**src/rtl/ex_stage.sv**
```systemverilog
// ex_stage: execute stage with a one-cycle ALU, registered branch resolution and store data.
// Define EX_MUL_EN to add the 33-cycle shift-add multiplier (op 10) and its stall FSM.
module ex_stage #(
   parameter int XLEN = 32
) (
   input  logic            clk,
   input  logic            rst,
   input  logic [XLEN-1:0] EX_a,
   input  logic [XLEN-1:0] EX_b,
   input  logic [XLEN-1:0] EX_a2,
   input  logic [XLEN-1:0] EX_b2,
   input  logic [3:0]      EX_alu_op,
   input  logic            EX_brn,
   input  logic            EX_ld,
   input  logic            EX_str,
   input  logic            EX_we,
   input  logic [4:0]      EX_rd,
   input  logic            flush,
   output logic            stall_EX,
   output logic [XLEN-1:0] MEM_res,
   output logic [XLEN-1:0] MEM_sd,
   output logic [4:0]      MEM_rd,
   output logic            MEM_ld,
   output logic            MEM_str,
   output logic            MEM_we,
   output logic            br_taken,
   output logic [XLEN-1:0] br_target
);
   logic [XLEN-1:0] alu;
   logic [XLEN-1:0] res;
   always_comb begin
      alu = '0;
      case (EX_alu_op)
         4'd0:    alu = EX_a + EX_b;
         4'd1:    alu = EX_a - EX_b;
         4'd2:    alu = EX_a & EX_b;
         4'd3:    alu = EX_a | EX_b;
         4'd4:    alu = EX_a ^ EX_b;
         4'd5:    alu = EX_a << EX_b[4:0];
         4'd6:    alu = EX_a >> EX_b[4:0];
         4'd7:    alu = $unsigned($signed(EX_a) >>> EX_b[4:0]);
         4'd8:    alu = {{(XLEN-1){1'b0}}, $signed(EX_a) < $signed(EX_b)};
         4'd9:    alu = {{(XLEN-1){1'b0}}, EX_a < EX_b};
         default: alu = '0;
      endcase
   end
`ifdef EX_MUL_EN
   localparam logic [1:0] IDLE = 2'd0, BUSY = 2'd1, DONE = 2'd2;
   logic [1:0]      state;
   logic [4:0]      cnt;
   logic [XLEN-1:0] mcand;
   logic [XLEN-1:0] mplier;
   logic [XLEN-1:0] acc;
   logic            is_mul;
   assign is_mul   = EX_alu_op == 4'd10;
   assign stall_EX = rst && !flush && ((state == IDLE && is_mul) || state == BUSY);
   assign res      = (state == DONE) ? acc : alu;
   always_ff @(posedge clk or negedge rst)
      if (!rst) begin
         state  <= IDLE;
         cnt    <= '0;
         mcand  <= '0;
         mplier <= '0;
         acc    <= '0;
      end else if (flush) begin
         state <= IDLE;
         cnt   <= '0;
      end else if (state == IDLE && is_mul) begin
         mcand  <= EX_a;
         mplier <= EX_b;
         acc    <= '0;
         cnt    <= '0;
         state  <= BUSY;
      end else if (state == BUSY) begin
         // one partial product per cycle, low XLEN bits only
         acc    <= acc + (mplier[0] ? mcand : '0);
         mcand  <= mcand << 1;
         mplier <= mplier >> 1;
         cnt    <= cnt + 5'd1;
         state  <= (cnt == 5'd31) ? DONE : BUSY;
      end else if (state == DONE) begin
         state <= IDLE;
      end
`else
   assign stall_EX = 1'b0;
   assign res      = alu;
`endif
   always_ff @(posedge clk or negedge rst)
      if (!rst) begin
         MEM_res   <= '0;
         MEM_sd    <= '0;
         MEM_rd    <= '0;
         MEM_ld    <= 1'b0;
         MEM_str   <= 1'b0;
         MEM_we    <= 1'b0;
         br_taken  <= 1'b0;
         br_target <= '0;
      end else if (flush || stall_EX) begin
         MEM_ld   <= 1'b0;
         MEM_str  <= 1'b0;
         MEM_we   <= 1'b0;
         br_taken <= 1'b0;
      end else begin
         MEM_res  <= res;
         MEM_sd   <= EX_b2;
         MEM_rd   <= EX_rd;
         MEM_ld   <= EX_ld;
         MEM_str  <= EX_str;
         MEM_we   <= EX_we;
         br_taken <= EX_brn && (EX_a2 == EX_b2);
         if (EX_brn)
            br_target <= EX_a + EX_b;
      end
endmodule

```
**config.mk**
```make
export PLATFORM = sky130hd
export DESIGN_NAME = ex_stage
export DESIGN_NICKNAME = d
export VERILOG_FILES = /design/src/rtl/ex_stage.sv
export SDC_FILE = /design/constraint.sdc
export NUM_CORES = 1
export LEC_CHECK = 0
export ABC_AREA = 1
export CAP_MARGIN = 40
export CORE_AREA = 2 2 245 247
export CTS_BUF_LIST = sky130_fd_sc_hd__clkbuf_4 sky130_fd_sc_hd__clkbuf_8
export DETAILED_ROUTE_END_ITERATION = 6
export DIE_AREA = 0 0 247 249
export PLACE_DENSITY = 0.49
export SLEW_MARGIN = 10
export SYNTH_ARGS = -nofsm -noshare
export SYNTH_HDL_FRONTEND = slang
export SYNTH_SLANG_ARGS = --single-unit
```
**constraint.sdc**
```tcl
create_clock -name clk -period 0.84 [get_ports clk]
set_input_delay 0.168 -clock clk [delete_from_list [all_inputs] [get_ports clk]]
set_output_delay 0.168 -clock clk [all_outputs]
set_load 0.005 [all_outputs]
```
==> results of run 1 <==
[cells in the mapped netlist]
| cell | instances |
|---|---|
| clkinv_1 | 3 |
| nand2_2 | 1 |
| nor2_1 | 181 |
| o221ai_1 | 4 |
| nor3_1 | 22 |
| nand3b_1 | 5 |
| and2_1 | 21 |
| or2_2 | 11 |
| or2_1 | 1 |
| a22o_1 | 2 |
| inv_2 | 8 |
| nor2_2 | 6 |
| fa_1 | 2 |
| nand3_1 | 473 |
| xor2_1 | 11 |
| conb_1 | 1 |
| buf_4 | 8 |
| nor2_4 | 2 |
| a21oi_1 | 61 |
| buf_2 | 64 |
| buf_6 | 2 |
| and3_1 | 2 |
| a31oi_1 | 2 |
| o2111ai_1 | 7 |
| nor4_1 | 4 |
| o22ai_1 | 16 |
| clkbuf_1 | 34 |
| o21bai_1 | 8 |
| buf_1 | 8 |
| nand4_1 | 32 |
| ha_1 | 97 |
| o21ai_0 | 63 |
| inv_1 | 324 |
| a221oi_1 | 7 |
| o211ai_1 | 22 |
| dfrtp_1 | 105 |
| o211a_1 | 1 |
| nand2_1 | 1007 |
| xnor2_1 | 10 |
| o21ai_1 | 6 |
[power breakdown]
| group | internal, uW | leakage [uW] | total, uW | switching [uW] |
|---|---|---|---|---|
| Sequential | 5720 | 0.00131 | 6180 | 456 |
| Combinational | 8980 | 0.0141 | 19400 | 10400 |
| Clock | 1180 | 0.0000983 | 3530 | 2350 |
[critical path: stages]
cell      delay (ns)
buf_8           0.09
ha_4            0.15
inv_4           0.04
fa_2            0.40
inv_2           0.09
nand3_2         0.08
nand3_4         0.11
buf_6           0.13
xor2_4          0.09
nand2_1         0.07
o211ai_1        0.19
nor2_1          0.18
nand3_2         0.19
nand2_1         0.11
nand2_1         0.06
[sequential cells by signal, summed over array words and instances (netlist names)]
register,count
br_taken,1
MEM_rd,5
MEM_we,1
br_target,32
MEM_str,1
MEM_sd,32
MEM_ld,1
MEM_res,32
[cell usage in the layout (no fill, tap or decap), types with 9 or more instances in the layout]
master / instances
nand3_4: 49
inv_2: 93
inv_4: 46
clkbuf_8: 9
nand2_2: 231
o211ai_1: 22
clkdlybuf4s50_1: 21
o21ai_2: 20
dlymetal6s2s_1: 44
dfrtp_1: 98
nor2_2: 53
buf_12: 31
nor2_1: 81
nand2_4: 101
nand4_1: 32
clkbuf_2: 83
buf_2: 23
buf_6: 182
ha_2: 20
ha_1: 36
nand3_2: 143
and2_4: 9
nor2_4: 55
nand3_1: 281
o21ai_0: 32
a21oi_1: 26
a21oi_2: 21
and2_1: 12
buf_8: 22
o22ai_1: 15
o21ai_1: 16
inv_1: 187
ha_4: 41
nand2_1: 668
buf_4: 663
a21oi_4: 14
[worst min-delay path by stage]
stage	startpoint	end	slack, ns
after CTS	flush	MEM_res[22]	0.14
after floorplan	rst	MEM_ld	-0.13
final	EX_b2[9]	MEM_sd[9]	0.007
after global placement	rst	MEM_res[11]	0.18
after detailed placement	rst	MEM_res[12]	0.18
after global routing	EX_b2[11]	MEM_sd[11]	0.02
[logic make-up (layout without fill, tap and decap cells)]
| family | Yosys count | in the layout | share of synthesized area (%) |
|---|---|---|---|
| compound gates | 199 | 199 | 8.069 |
| flops | 105 | 105 | 18.06 |
| other cells | 1 | 4 | 0.02578 |
| buf+inv | 451 | 1439 | 12.50 |
| fa+ha+maj | 99 | 99 | 8.619 |
| xor+xnor | 21 | 21 | 1.264 |
| simple gates | 1768 | 1768 | 51.46 |
[area by class of cell]
type	instances	area, um2
inverters	335	1434
multi-input cells	2088	14700
fillers	5838	29240
clock buffers	10	131.4
flip-flops and latches	105	2636
well taps	773	967.2
diodes	3	7.507
repair buffers	1088	9505
clock inverters	6	57.56
[layer usage]
layer  wire, um  GRT usage, %  vias up
li1           -             -    10440
met2      45440         50.08      737
met4       4546         12.87        0
met1      41410         39.89    10550
met5          0             0        -
met3       4881         2.209      160
[through the flow]
stage / setup TNS, ns / hold WS [ns] / area, um2 / worst slack (ns)
after floorplan: -58.60 / -0.1276 / 14930 / -1.099
after detailed placement: -146.78 / 0.1812 / 22950 / -2.330
after global routing: -82.73 / 0.02252 / 29440 / -0.9673
after CTS: -108.55 / 0.1357 / 26840 / -0.9066
final: -76.31 / 0.006621 / 29440 / -0.9443
after global placement: -145.67 / 0.1786 / 22950 / -2.326
[what timing repair did]
item,CTS,global route
hold buffers,1,5
gates cloned,1,1
pin swaps,245,228
hold endpoints to repair,105,5
buffers inserted,82,93
endpoints found under the setup margin,170,170
gates resized for setup,1288,819
==> flow_summary.toml, run 1 <==
[setup_path]
r2r-end = "br_target[18]"
worstPathArrival_ns = 2.15
cp-endpoint = "MEM_res[4]"
end_kind = "flop"
r2r_setup_slack_ns = -0.01
worst_setup_path_start_kind = "input pin"
crit_type = "in2reg"
reg2regPathDepth = 4
startpoint = "EX_b[0]"
crit_fanout = 3
required_ns = 1.21
reg2reg_from = "br_target[18]"

[logic_synthesis]
ys_seq_area_share_pct = 18.06
ys_ff_latch = 105
syn_avg_cell_area_um2 = 5.501
syn-instance-count = 2644
synth_largest_area_cell = "nand2_1"
synthesis.area_mm2 = 0.01455
synth_nets = 2887
synth_warnings = 0
yosysUniqueCellTypes = 40
synth_top_area_share_pct = 25.99
ys_top_cells_by_area = "nand2_1 (26%), dfrtp_1 (18%), nand3_1 (16%)"

[placement]
hpwl_um = 77700
globalplace.congestion = 1.012
io_buffers = 248
placed_cells_incl_taps = 4224

[pwr]
leakage_uw = 0.01549
power_uw = 29060
powerDensity_mw_per_mm2 = 986.9
irDropWorstVdd_v = 0.0008521

[detailed_routing]
vias = 21890
drc = 2
drt_pass1_iterations = 7
drt-initial-drc-count = 1726
wire_per_inst_um = 21.84
drt_wl_total_um = 96280
ant_nets = 0
viasPerCell = 4.966

[min_path]
whs_path_depth = 3
hp-class = "in2reg"

[cts]
clkTransAtPathRegs_ns = 0.13
cts_buffers = 9
cts_tree = "built"
clk_latency_ns = 0.46
h-tree-depth = 3
cts-root-buf = "clkbuf_8"
clk_path_buf_depth = 2
cts_num_sinks = 105

[timing]
rsz0062_at_grt = "true"
hold_violations = 0
setup_violations = 170
worst_slack_ns = -0.9443
fin_worst_skew_ns = 0
fmax_mhz = 560.4
slew_violations = 0
post-route-min-period_ns = 1.784
final.period_utilization_pct = 212.4

[status]
violations = "DRC, setup timing"
status = "finished with violations"

[global_routing]
antenna_found_initial = 3
grt_pass1_wl_um = 137100
overflow = 0
grt_pass1_vias = 21430
grt_usage_pct = 30.13
grt_max_degree = 68

[cells_and_area]
drive_above_1_share_pct = 55.15
final_core_util_pct = 50.17
nets = 3870
syn2layout_area_growth_pct = 102.4
fin_cells = 4408

[run]
maxCapViolCount = 0

[die]
start_util_pct = 24.79
core.rowCount = 89
die_y_um = 249
core_mm2 = 0.05869
io_pins = 250
die_w_um = 247
die_area_mm2 = 0.06150
Note: power is estimated with default switching activity, not from simulation.
==> run 2, diff against run 1 <==
--- a/config.mk
+++ b/config.mk
@@ -9,6 +9,7 @@
 export CAP_MARGIN = 40
 export CORE_AREA = 2 2 245 247
 export CTS_BUF_LIST = sky130_fd_sc_hd__clkbuf_4 sky130_fd_sc_hd__clkbuf_8
+export CTS_CLUSTER_SIZE = 10
 export DETAILED_ROUTE_END_ITERATION = 6
 export DIE_AREA = 0 0 247 249
 export PLACE_DENSITY = 0.49
==> results of run 2 <==
Final layout, timing and power as in run 1 (identical DEF).
